File: src/rtl/buffer_config_pkg.sv
// Frame buffer geometry shared by the frame buffer and the blocks that write into it.
package buffer_config_pkg;

  typedef struct packed {
    int unsigned width;
    int unsigned height;
    int unsigned addr_width;
    int unsigned data_width;
  } buffer_config_t;

  localparam buffer_config_t BUFFER_160x120x12 = '{
    width:      160,
    height:     120,
    addr_width: 15,
    data_width: 12
  };

endpackage

File: src/rtl/rect_fill_writer_if.sv
// Command handshake and frame-buffer write port of the rectangle fill writer.
interface rect_fill_writer_if #(
  parameter buffer_config_pkg::buffer_config_t CFG = buffer_config_pkg::BUFFER_160x120x12
) ();

  localparam int unsigned XW = $clog2(CFG.width);
  localparam int unsigned YW = $clog2(CFG.height);
  localparam int unsigned WW = $clog2(CFG.width + 1);
  localparam int unsigned HW = $clog2(CFG.height + 1);
  localparam int unsigned AW = CFG.addr_width;
  localparam int unsigned DW = CFG.data_width;

  logic          cmd_valid;
  logic          cmd_ready;
  logic [XW-1:0] cmd_x;
  logic [YW-1:0] cmd_y;
  logic [WW-1:0] cmd_w;
  logic [HW-1:0] cmd_h;
  logic [DW-1:0] cmd_color;
  logic          busy;
  logic          done;
  logic          write_en;
  logic [AW-1:0] write_addr;
  logic [DW-1:0] write_data;

  // Command source / write-port observer side.
  modport master (
    output cmd_valid, cmd_x, cmd_y, cmd_w, cmd_h, cmd_color,
    input  cmd_ready, busy, done, write_en, write_addr, write_data
  );

  // Writer side.
  modport slave (
    input  cmd_valid, cmd_x, cmd_y, cmd_w, cmd_h, cmd_color,
    output cmd_ready, busy, done, write_en, write_addr, write_data
  );

endinterface

File: src/rtl/rect_fill_writer.sv
// Fills a clipped rectangle in the frame buffer, one pixel write per clock in raster order.
module rect_fill_writer
  import buffer_config_pkg::*;
#(
  parameter buffer_config_t BUFFER_CONFIG = BUFFER_160x120x12
) (
  input  logic                clk,
  input  logic                rstn,
  rect_fill_writer_if.slave   bus
);

  localparam int unsigned Width  = BUFFER_CONFIG.width;
  localparam int unsigned Height = BUFFER_CONFIG.height;
  localparam int unsigned XW     = $clog2(Width);
  localparam int unsigned YW     = $clog2(Height);
  localparam int unsigned WW     = $clog2(Width + 1);
  localparam int unsigned HW     = $clog2(Height + 1);
  localparam int unsigned AW     = BUFFER_CONFIG.addr_width;
  localparam int unsigned DW     = BUFFER_CONFIG.data_width;

  localparam logic [XW:0]   WidthX  = (XW + 1)'(Width);
  localparam logic [YW:0]   HeightY = (YW + 1)'(Height);
  localparam logic [AW-1:0] WidthA  = AW'(Width);

  typedef enum logic [1:0] {StIdle, StSetup, StFill, StDone} state_e;

  state_e        state_q, state_d;
  logic [XW-1:0] x_q, x_d;
  logic [YW-1:0] y_q, y_d;
  logic [WW-1:0] w_q, w_d;
  logic [HW-1:0] h_q, h_d;
  logic [DW-1:0] color_q, color_d;
  logic [XW:0]   x_end_q, x_end_d;
  logic [YW:0]   y_end_q, y_end_d;
  logic [XW-1:0] col_q, col_d;
  logic [YW-1:0] row_q, row_d;
  logic [AW-1:0] row_base_q, row_base_d;
  logic          done_q, done_d;
  logic          write_en_q, write_en_d;
  logic [AW-1:0] write_addr_q, write_addr_d;

  logic [XW:0]   x_sum, col_inc;
  logic [YW:0]   y_sum, row_inc;
  logic [AW-1:0] setup_base;
  logic          empty, last_col, last_row;

  always_comb begin
    state_d      = state_q;
    x_d          = x_q;
    y_d          = y_q;
    w_d          = w_q;
    h_d          = h_q;
    color_d      = color_q;
    x_end_d      = x_end_q;
    y_end_d      = y_end_q;
    col_d        = col_q;
    row_d        = row_q;
    row_base_d   = row_base_q;
    done_d       = 1'b0;
    write_en_d   = 1'b0;
    write_addr_d = write_addr_q;

    // Sums are one bit wider than the coordinate so they cannot wrap.
    x_sum      = (XW + 1)'(x_q) + (XW + 1)'(w_q);
    y_sum      = (YW + 1)'(y_q) + (YW + 1)'(h_q);
    col_inc    = (XW + 1)'(col_q) + (XW + 1)'(1);
    row_inc    = (YW + 1)'(row_q) + (YW + 1)'(1);
    last_col   = (col_inc == x_end_q);
    last_row   = (row_inc == y_end_q);
    empty      = (w_q == '0) || (h_q == '0) ||
                 ((XW + 1)'(x_q) >= WidthX) || ((YW + 1)'(y_q) >= HeightY);
    // Only multiply in the whole design; the fill loop steps row_base with an adder.
    setup_base = AW'(y_q) * WidthA;

    case (state_q)
      StIdle: begin
        if (bus.cmd_valid) begin
          x_d     = bus.cmd_x;
          y_d     = bus.cmd_y;
          w_d     = bus.cmd_w;
          h_d     = bus.cmd_h;
          color_d = bus.cmd_color;
          state_d = StSetup;
        end
      end
      StSetup: begin
        x_end_d = (x_sum > WidthX) ? WidthX : x_sum;
        y_end_d = (y_sum > HeightY) ? HeightY : y_sum;
        if (empty) begin
          done_d  = 1'b1;
          state_d = StDone;
        end else begin
          col_d        = x_q;
          row_d        = y_q;
          row_base_d   = setup_base;
          write_en_d   = 1'b1;
          write_addr_d = setup_base + AW'(x_q);
          state_d      = StFill;
        end
      end
      StFill: begin
        if (last_col && last_row) begin
          done_d  = 1'b1;
          state_d = StDone;
        end else if (last_col) begin
          col_d        = x_q;
          row_d        = row_inc[YW-1:0];
          row_base_d   = row_base_q + WidthA;
          write_en_d   = 1'b1;
          write_addr_d = row_base_q + WidthA + AW'(x_q);
        end else begin
          col_d        = col_inc[XW-1:0];
          write_en_d   = 1'b1;
          write_addr_d = write_addr_q + AW'(1);
        end
      end
      StDone: begin
        state_d = StIdle;
      end
      default: begin
        state_d = StIdle;
      end
    endcase
  end

  always_ff @(posedge clk) begin
    if (!rstn) begin
      state_q      <= StIdle;
      x_q          <= '0;
      y_q          <= '0;
      w_q          <= '0;
      h_q          <= '0;
      color_q      <= '0;
      x_end_q      <= '0;
      y_end_q      <= '0;
      col_q        <= '0;
      row_q        <= '0;
      row_base_q   <= '0;
      done_q       <= 1'b0;
      write_en_q   <= 1'b0;
      write_addr_q <= '0;
    end else begin
      state_q      <= state_d;
      x_q          <= x_d;
      y_q          <= y_d;
      w_q          <= w_d;
      h_q          <= h_d;
      color_q      <= color_d;
      x_end_q      <= x_end_d;
      y_end_q      <= y_end_d;
      col_q        <= col_d;
      row_q        <= row_d;
      row_base_q   <= row_base_d;
      done_q       <= done_d;
      write_en_q   <= write_en_d;
      write_addr_q <= write_addr_d;
    end
  end

  assign bus.cmd_ready  = (state_q == StIdle);
  assign bus.busy       = (state_q != StIdle);
  assign bus.done       = done_q;
  assign bus.write_en   = write_en_q;
  assign bus.write_addr = write_addr_q;
  assign bus.write_data = color_q;

endmodule
File: src/flat_wrapper.sv
// flat-port wrapper written by rule: the top's interface ports become plain ports
module rect_fill_writer_flat import buffer_config_pkg::*;
#(
  parameter buffer_config_t BUFFER_CONFIG = BUFFER_160x120x12
)
  (clk, rstn, bus_cmd_valid, bus_cmd_x, bus_cmd_y, bus_cmd_w, bus_cmd_h, bus_cmd_color, bus_cmd_ready, bus_busy, bus_done, bus_write_en, bus_write_addr, bus_write_data);
  rect_fill_writer_if bus_i ();
  input  logic clk;
  input  logic rstn;
  input wire logic [$bits(bus_i.cmd_valid)-1:0] bus_cmd_valid;
  input wire logic [$bits(bus_i.cmd_x)-1:0] bus_cmd_x;
  input wire logic [$bits(bus_i.cmd_y)-1:0] bus_cmd_y;
  input wire logic [$bits(bus_i.cmd_w)-1:0] bus_cmd_w;
  input wire logic [$bits(bus_i.cmd_h)-1:0] bus_cmd_h;
  input wire logic [$bits(bus_i.cmd_color)-1:0] bus_cmd_color;
  output wire logic [$bits(bus_i.cmd_ready)-1:0] bus_cmd_ready;
  output wire logic [$bits(bus_i.busy)-1:0] bus_busy;
  output wire logic [$bits(bus_i.done)-1:0] bus_done;
  output wire logic [$bits(bus_i.write_en)-1:0] bus_write_en;
  output wire logic [$bits(bus_i.write_addr)-1:0] bus_write_addr;
  output wire logic [$bits(bus_i.write_data)-1:0] bus_write_data;
  assign bus_i.cmd_valid = bus_cmd_valid;
  assign bus_i.cmd_x = bus_cmd_x;
  assign bus_i.cmd_y = bus_cmd_y;
  assign bus_i.cmd_w = bus_cmd_w;
  assign bus_i.cmd_h = bus_cmd_h;
  assign bus_i.cmd_color = bus_cmd_color;
  assign bus_cmd_ready = bus_i.cmd_ready;
  assign bus_busy = bus_i.busy;
  assign bus_done = bus_i.done;
  assign bus_write_en = bus_i.write_en;
  assign bus_write_addr = bus_i.write_addr;
  assign bus_write_data = bus_i.write_data;
  rect_fill_writer #(.BUFFER_CONFIG(BUFFER_CONFIG)) u_core (.clk(clk), .rstn(rstn), .bus(bus_i));
endmodule
File: config.mk
export PLATFORM = sky130hd
export DESIGN_NAME = rect_fill_writer_flat
export DESIGN_NICKNAME = d
export VERILOG_FILES = /design/src/rtl/buffer_config_pkg.sv /design/src/rtl/rect_fill_writer_if.sv /design/src/rtl/rect_fill_writer.sv /design/src/flat_wrapper.sv
export SDC_FILE = /design/constraint.sdc
export NUM_CORES = 1
export LEC_CHECK = 0
export BUFFER_PORTS_ARGS = -buffer_cell sky130_fd_sc_hd__buf_2
export CAP_MARGIN = 20
export CORE_MARGIN = 1
export CORE_UTILIZATION = 50
export CTS_CLUSTER_DIAMETER = 200
export DETAILED_ROUTE_END_ITERATION = 10
export PLACE_DENSITY = 0.7
export SLEW_MARGIN = 10
export SYNTH_ARGS = -nofsm -noshare
export SYNTH_HDL_FRONTEND = slang
export SYNTH_SLANG_ARGS = --single-unit
export TNS_END_PERCENT = 5
File: constraint.sdc
create_clock -name clk -period 7.8 [get_ports clk]
set_input_delay 1.95 -clock clk [delete_from_list [all_inputs] [get_ports clk]]
set_output_delay 1.95 -clock clk [all_outputs]
set_load 0.1 [all_outputs]
======== Yosys cells after proc, flatten, opt, wreduce, memory -nomap -nowiden ========
Cells that the tools add are included.
cells by class
  $add $sub $neg .......................... 8
  multipliers ............................. 1
  order comparisons ....................... 4
  eq/ne operators ......................... 10
  multiplexer cells ....................... 28
  reductions and logical operators ........ 13
operators by type and width
  cell                                                            count
  two-way mux 15 bit                                              6
  one-hot mux 15 bit (2 select lines)                             2
  two-way mux 8 bit                                               4
  adder 15 x 8 -> 15 bit                                          2
  two-way mux 7 bit                                               3
  one-hot mux 8 bit (2 select lines)                              1
  adder 15 x 1 -> 15 bit (second input constant)                  1
  adder 15 x 8 -> 15 bit (second input constant)                  1
  one-hot mux 7 bit (2 select lines)                              1
  multiplier 7 x 3 -> 10 bit (second input constant)              1
  adder 8 x 1 -> 9 bit (second input constant)                    1
  adder 8 x 8 -> 9 bit                                            1
  == test 9 bit                                                   1
  greater-than comparator 9 x 8 -> 1 bit (second input constant)  1
  two-way mux 9 bit                                               1
  adder 7 x 1 -> 8 bit (second input constant)                    1
  adder 7 x 7 -> 8 bit                                            1
  == test 8 bit                                                   1
  >= comparator 8 bit (second input constant)                     1
  greater-than comparator 8 x 7 -> 1 bit (second input constant)  1
  zero test 8 bit                                                 1
  one-hot mux 2 bit (4 select lines)                              1
  >= comparator 7 bit (second input constant)                     1
  zero test 7 bit                                                 1
  other kinds (14)                                                28
storage, ports and cells
  register bits after elaboration ......... 108
  bits of input ports ..................... 45
  output and inout port bits .............. 31
  word-level logic and storage cells ...... 78

======== Logic depth before layout (Yosys ltp) ========
  word-level depth ........................ 6
  gate-level depth with buffers ........... 11
  gate-level depth less buffers ........... 11

======== Least setup slack after synthesis ========
OpenSTA, ideal clock, no wires.
  path kind ............................... reg2out
  from .................................... reg u_core.state_q[0]
  to ...................................... out bus_busy
  data arrival time ....................... 1.980 ns
  required time ........................... 5.850 ns
  setup slack ............................. 3.870 ns
  cell stages (with the launch flop) ...... 4
  buffers on the path ..................... 0
  path through ............................ dfxtp_1 > inv_1 > ha_1 > inv_1
between the ends
  longest elaborated chain between the ends .. 1
RTL lines
  element                 line                     text
  start, declared         rect_fill_writer.sv:27   state_e state_q, state_d;
  start signal, assigned  rect_fill_writer.sv:128  state_q <= StIdle;
  start signal, assigned  rect_fill_writer.sv:143  state_q <= state_d;
  nonzero test 2 bit      rect_fill_writer.sv:161  assign bus.busy = (state_q != StIdle);
  end, declared           flat_wrapper.sv:17       output wire logic [$bits(bus_i.busy)-1:0] bus_busy;
No other way between the ends.

==> run metrics <==
clock tree buffer depth=2; max_slew headroom=roughly two fifths; Lkg Pwr=2.94 nW; cell area after synthesis=between 6000 and 7000 um^2; final core utilization=a little under three fifths; GP Congestion=between 0.8 and 0.9; number of global-route vias before repair=slightly below 6,000; CP Launch Point=rstn; Syn Area/Cell=between 8 and 9 um^2; CTS HTree Levels=3; die width=117 um; clk_skew=around 8.4 ps; # rows=41; IO Pins=76; TritonCTS Buffers=9; total power=around 2.6 mW; cell count after placement=~1,000; die height=roughly 120 um; storage element area=2060 um^2; worst r2r src=u_core.col_q[0]; initial antenna violation count=0; endpoints failing hold=0; clock latency on the worst-skew pair=~360 ps; critical path type=in -> reg; area of the core=roughly 13,000 um^2; post-synthesis sequential area ratio=31.1%; port bufs=75; largest net degree at the start of global routing=between 50 and 60; Critical Path Fanout Max=a little over 50; final setup vio count=0; post-synthesis async set-or-reset flop share=0%; area leader, netlist=dfxtp_1; Finished Layout Cells=1,047; Worst path top cell family by delay=buffers and inverters; worst min path class=reg -> reg; total track usage=about a quarter; critical path cell sequence=buf_2, inv_1, buf_4, a21oi_1, o211ai_1, o21ai_0; Critical Path RT=a little over 8000 ps; Yosys warning count=0; WL/cell=roughly 16 um; max cap viols=0; Routed Antenna Nets=0; #FFs+latches synth=roughly 100; most used flip-flop cell after synthesis=dfxtp_1; Synth top area share=between 30% and 40%; Slowest Stage Delay on Critical Path=between 600 and 700 ps; Buf/Inv on CP=3; Hold Slack=457 ps; Yosys cell types=between 70 and 80; DRC Markers=0; Worst-Margin Slew=between 800 and 900 ps; Multi-input gate area=4220 um^2; area growth from synthesis to layout=10.4%; clk sinks=103; P per Cell Area=353 nW/um^2; Post-synth EDFFs=0; hpwl dp=around 12 mm; Synth area leaders=dfxtp_1, nand2_1, ha_1; fmax=approximately 0.28 GHz; Starting Density=between 50% and 60%; Mapped Cells=about 830; setup repair bufs after CTS=0; setup TNS=0 ps; Clock Tree Root=clkbuf_16; max-slew violations=0; outcome=completed; RSZ-0062 raised after global routing=no; hold_buf cts=0; 1st-iter DRT viols=382; period utilization=roughly 46%; syn_nets=a little over 900; VDD IR-drop max=about 0.32 mV; Worst EP arrival=about 3900 ps; fill count=1,181; ratio of cells with drive above 1 in the final layout=between 10% and 20%; die area=about 14,000 um^2; fin nets=957; wire length of the first global-routing pass=around 28 mm; crit end category=flip-flop; Resized cells post-CTS=0; CP max-delay cell=buf_2; Avg Vias per Cell=around 5.9; Startpoint Class=input pin; Total Wirelength=16.7 mm; Vias=6,139; grt total ovfl=0; TritonCTS clock tree=yes; clock slew at reported path FFs=70 ps; 1st-pass router iterations=5; crit path time final=3620 ps; HP Start=u_core.bus.write_data[0]; n_diodes=0
per-stage QoR:
| step | setup WS (ps) | cell area (um^2) |
|---|---|---|
| finish | 4180 | 7320 |
| global route | 3970 | 7320 |
| detailed placement | 3840 | 7030 |
| global placement | 3910 | 7030 |
| CTS | 4210 | 7320 |
| floorplan | 3870 | 6630 |
Yosys cell counts (5+ instances only):
| master | instances |
|---|---|
| o22ai_1 | 11 |
| nor4_1 | 8 |
| and3_1 | 9 |
| buf_2 | 9 |
| ha_1 | 38 |
| a32o_1 | 9 |
| nor2_1 | 40 |
| o21a_1 | 9 |
| nand2_1 | 135 |
| nor3_1 | 19 |
| xnor2_1 | 38 |
| o21ai_0 | 41 |
| mux2i_1 | 18 |
| nand4_1 | 8 |
| xor2_1 | 17 |
| nand3_1 | 31 |
| nor2b_1 | 6 |
| a21o_1 | 6 |
| buf_1 | 5 |
| buf_4 | 5 |
| clkbuf_1 | 24 |
| o211ai_1 | 12 |
| a31oi_1 | 9 |
| dfxtp_1 | 103 |
| a21oi_1 | 93 |
| inv_1 | 33 |
| nand2b_1 | 6 |
final timing paths:
path                                                  to  slack (ps)  cells after the start
worst max-delay path                     u_core.row_q[3]        4180                      6
worst min-delay path            u_core.bus.write_data[0]         460                      2
worst max register to register           u_core.col_q[0]        4410                      8
worst min register to register  u_core.bus.write_data[0]         460                      2
power breakdown:
group / switching, mW / internal [mW]
registers: 0.143 / 0.641
clock network: 0.220 / 0.225
logic: 0.921 / 0.432
placed cells by master (no fill, tap or decap), drive strengths merged, types with 2 or more instances in the layout:
cell    count
xor2       18
mux2i      18
buf        80
fa          4
nor4        8
a21oi      93
nand2b      6
nor2b       6
mux2        2
a221oi      2
nand3b      2
o211ai     14
a311oi      4
nor2       40
o22ai      11
or2         2
nor4b       5
o311a       3
o21a        9
a32o        9
xnor2      38
and4        6
a31oi      10
a21o        6
dfxtp     103
nand2     136
o32ai       3
a211oi      4
clkbuf     10
ha         38
and2        4
nor3b       2
or3         4
o311ai      3
nand3      31
and3       10
o21ai      45
inv        38
nor3       20
nand4       8
registers in the layout (all words and copies together), names as in the netlist, 8 cells and up:
signal,cells
u_core.bus.write_addr,15
u_core.bus.write_data,12
u_core.col_q,8
u_core.row_base_q,10
u_core.w_q,8
u_core.x_end_q,9
u_core.x_q,8
u_core.y_end_q,8
cells by family after synthesis:
family	count (synthesis)	synth area share (%)
AND/OR/NAND/NOR	294	21.7
AO/OA/AOI/OAI	230	22.7
flip-flops	103	31.1
buffers and inverters	79	5.26
XOR/XNOR	57	7.85
adder cells (fa/ha/maj)	42	8.38
multiplexers	20	3.06
metal layers:
metal / global-route usage [%] / routed length (um) / up-vias
met5: 0 / 0 / -
met4: 9.37 / 332 / 0
met3: 4.48 / 851 / 30
met2: 44.2 / 7890 / 183
met1: 33.5 / 7650 / 2880
li1: - / - / 3046
cell type report:
cell class / instances / share of cell area [%]
inverters: 33 / 1.69
multi-input cells: 643 / 57.6
repair buffers: 80 / 5.64
flip-flops and latches: 103 / 28.2
clock buffers: 10 / 3.13
clock inverters: 6 / 0.786
well taps: 172 / 2.94
worst reg2reg max path, stage by stage, from the launching register on:
cell and delay [ps]:
dfxtp_1 470, ha_1 410, xnor2_1 120, a22oi_1 210, o32ai_1 140, o211ai_4 720, and2_1 800, o21ai_0 250
o22ai_1 210
No activity file was read; power rests on OpenSTA's default activity.
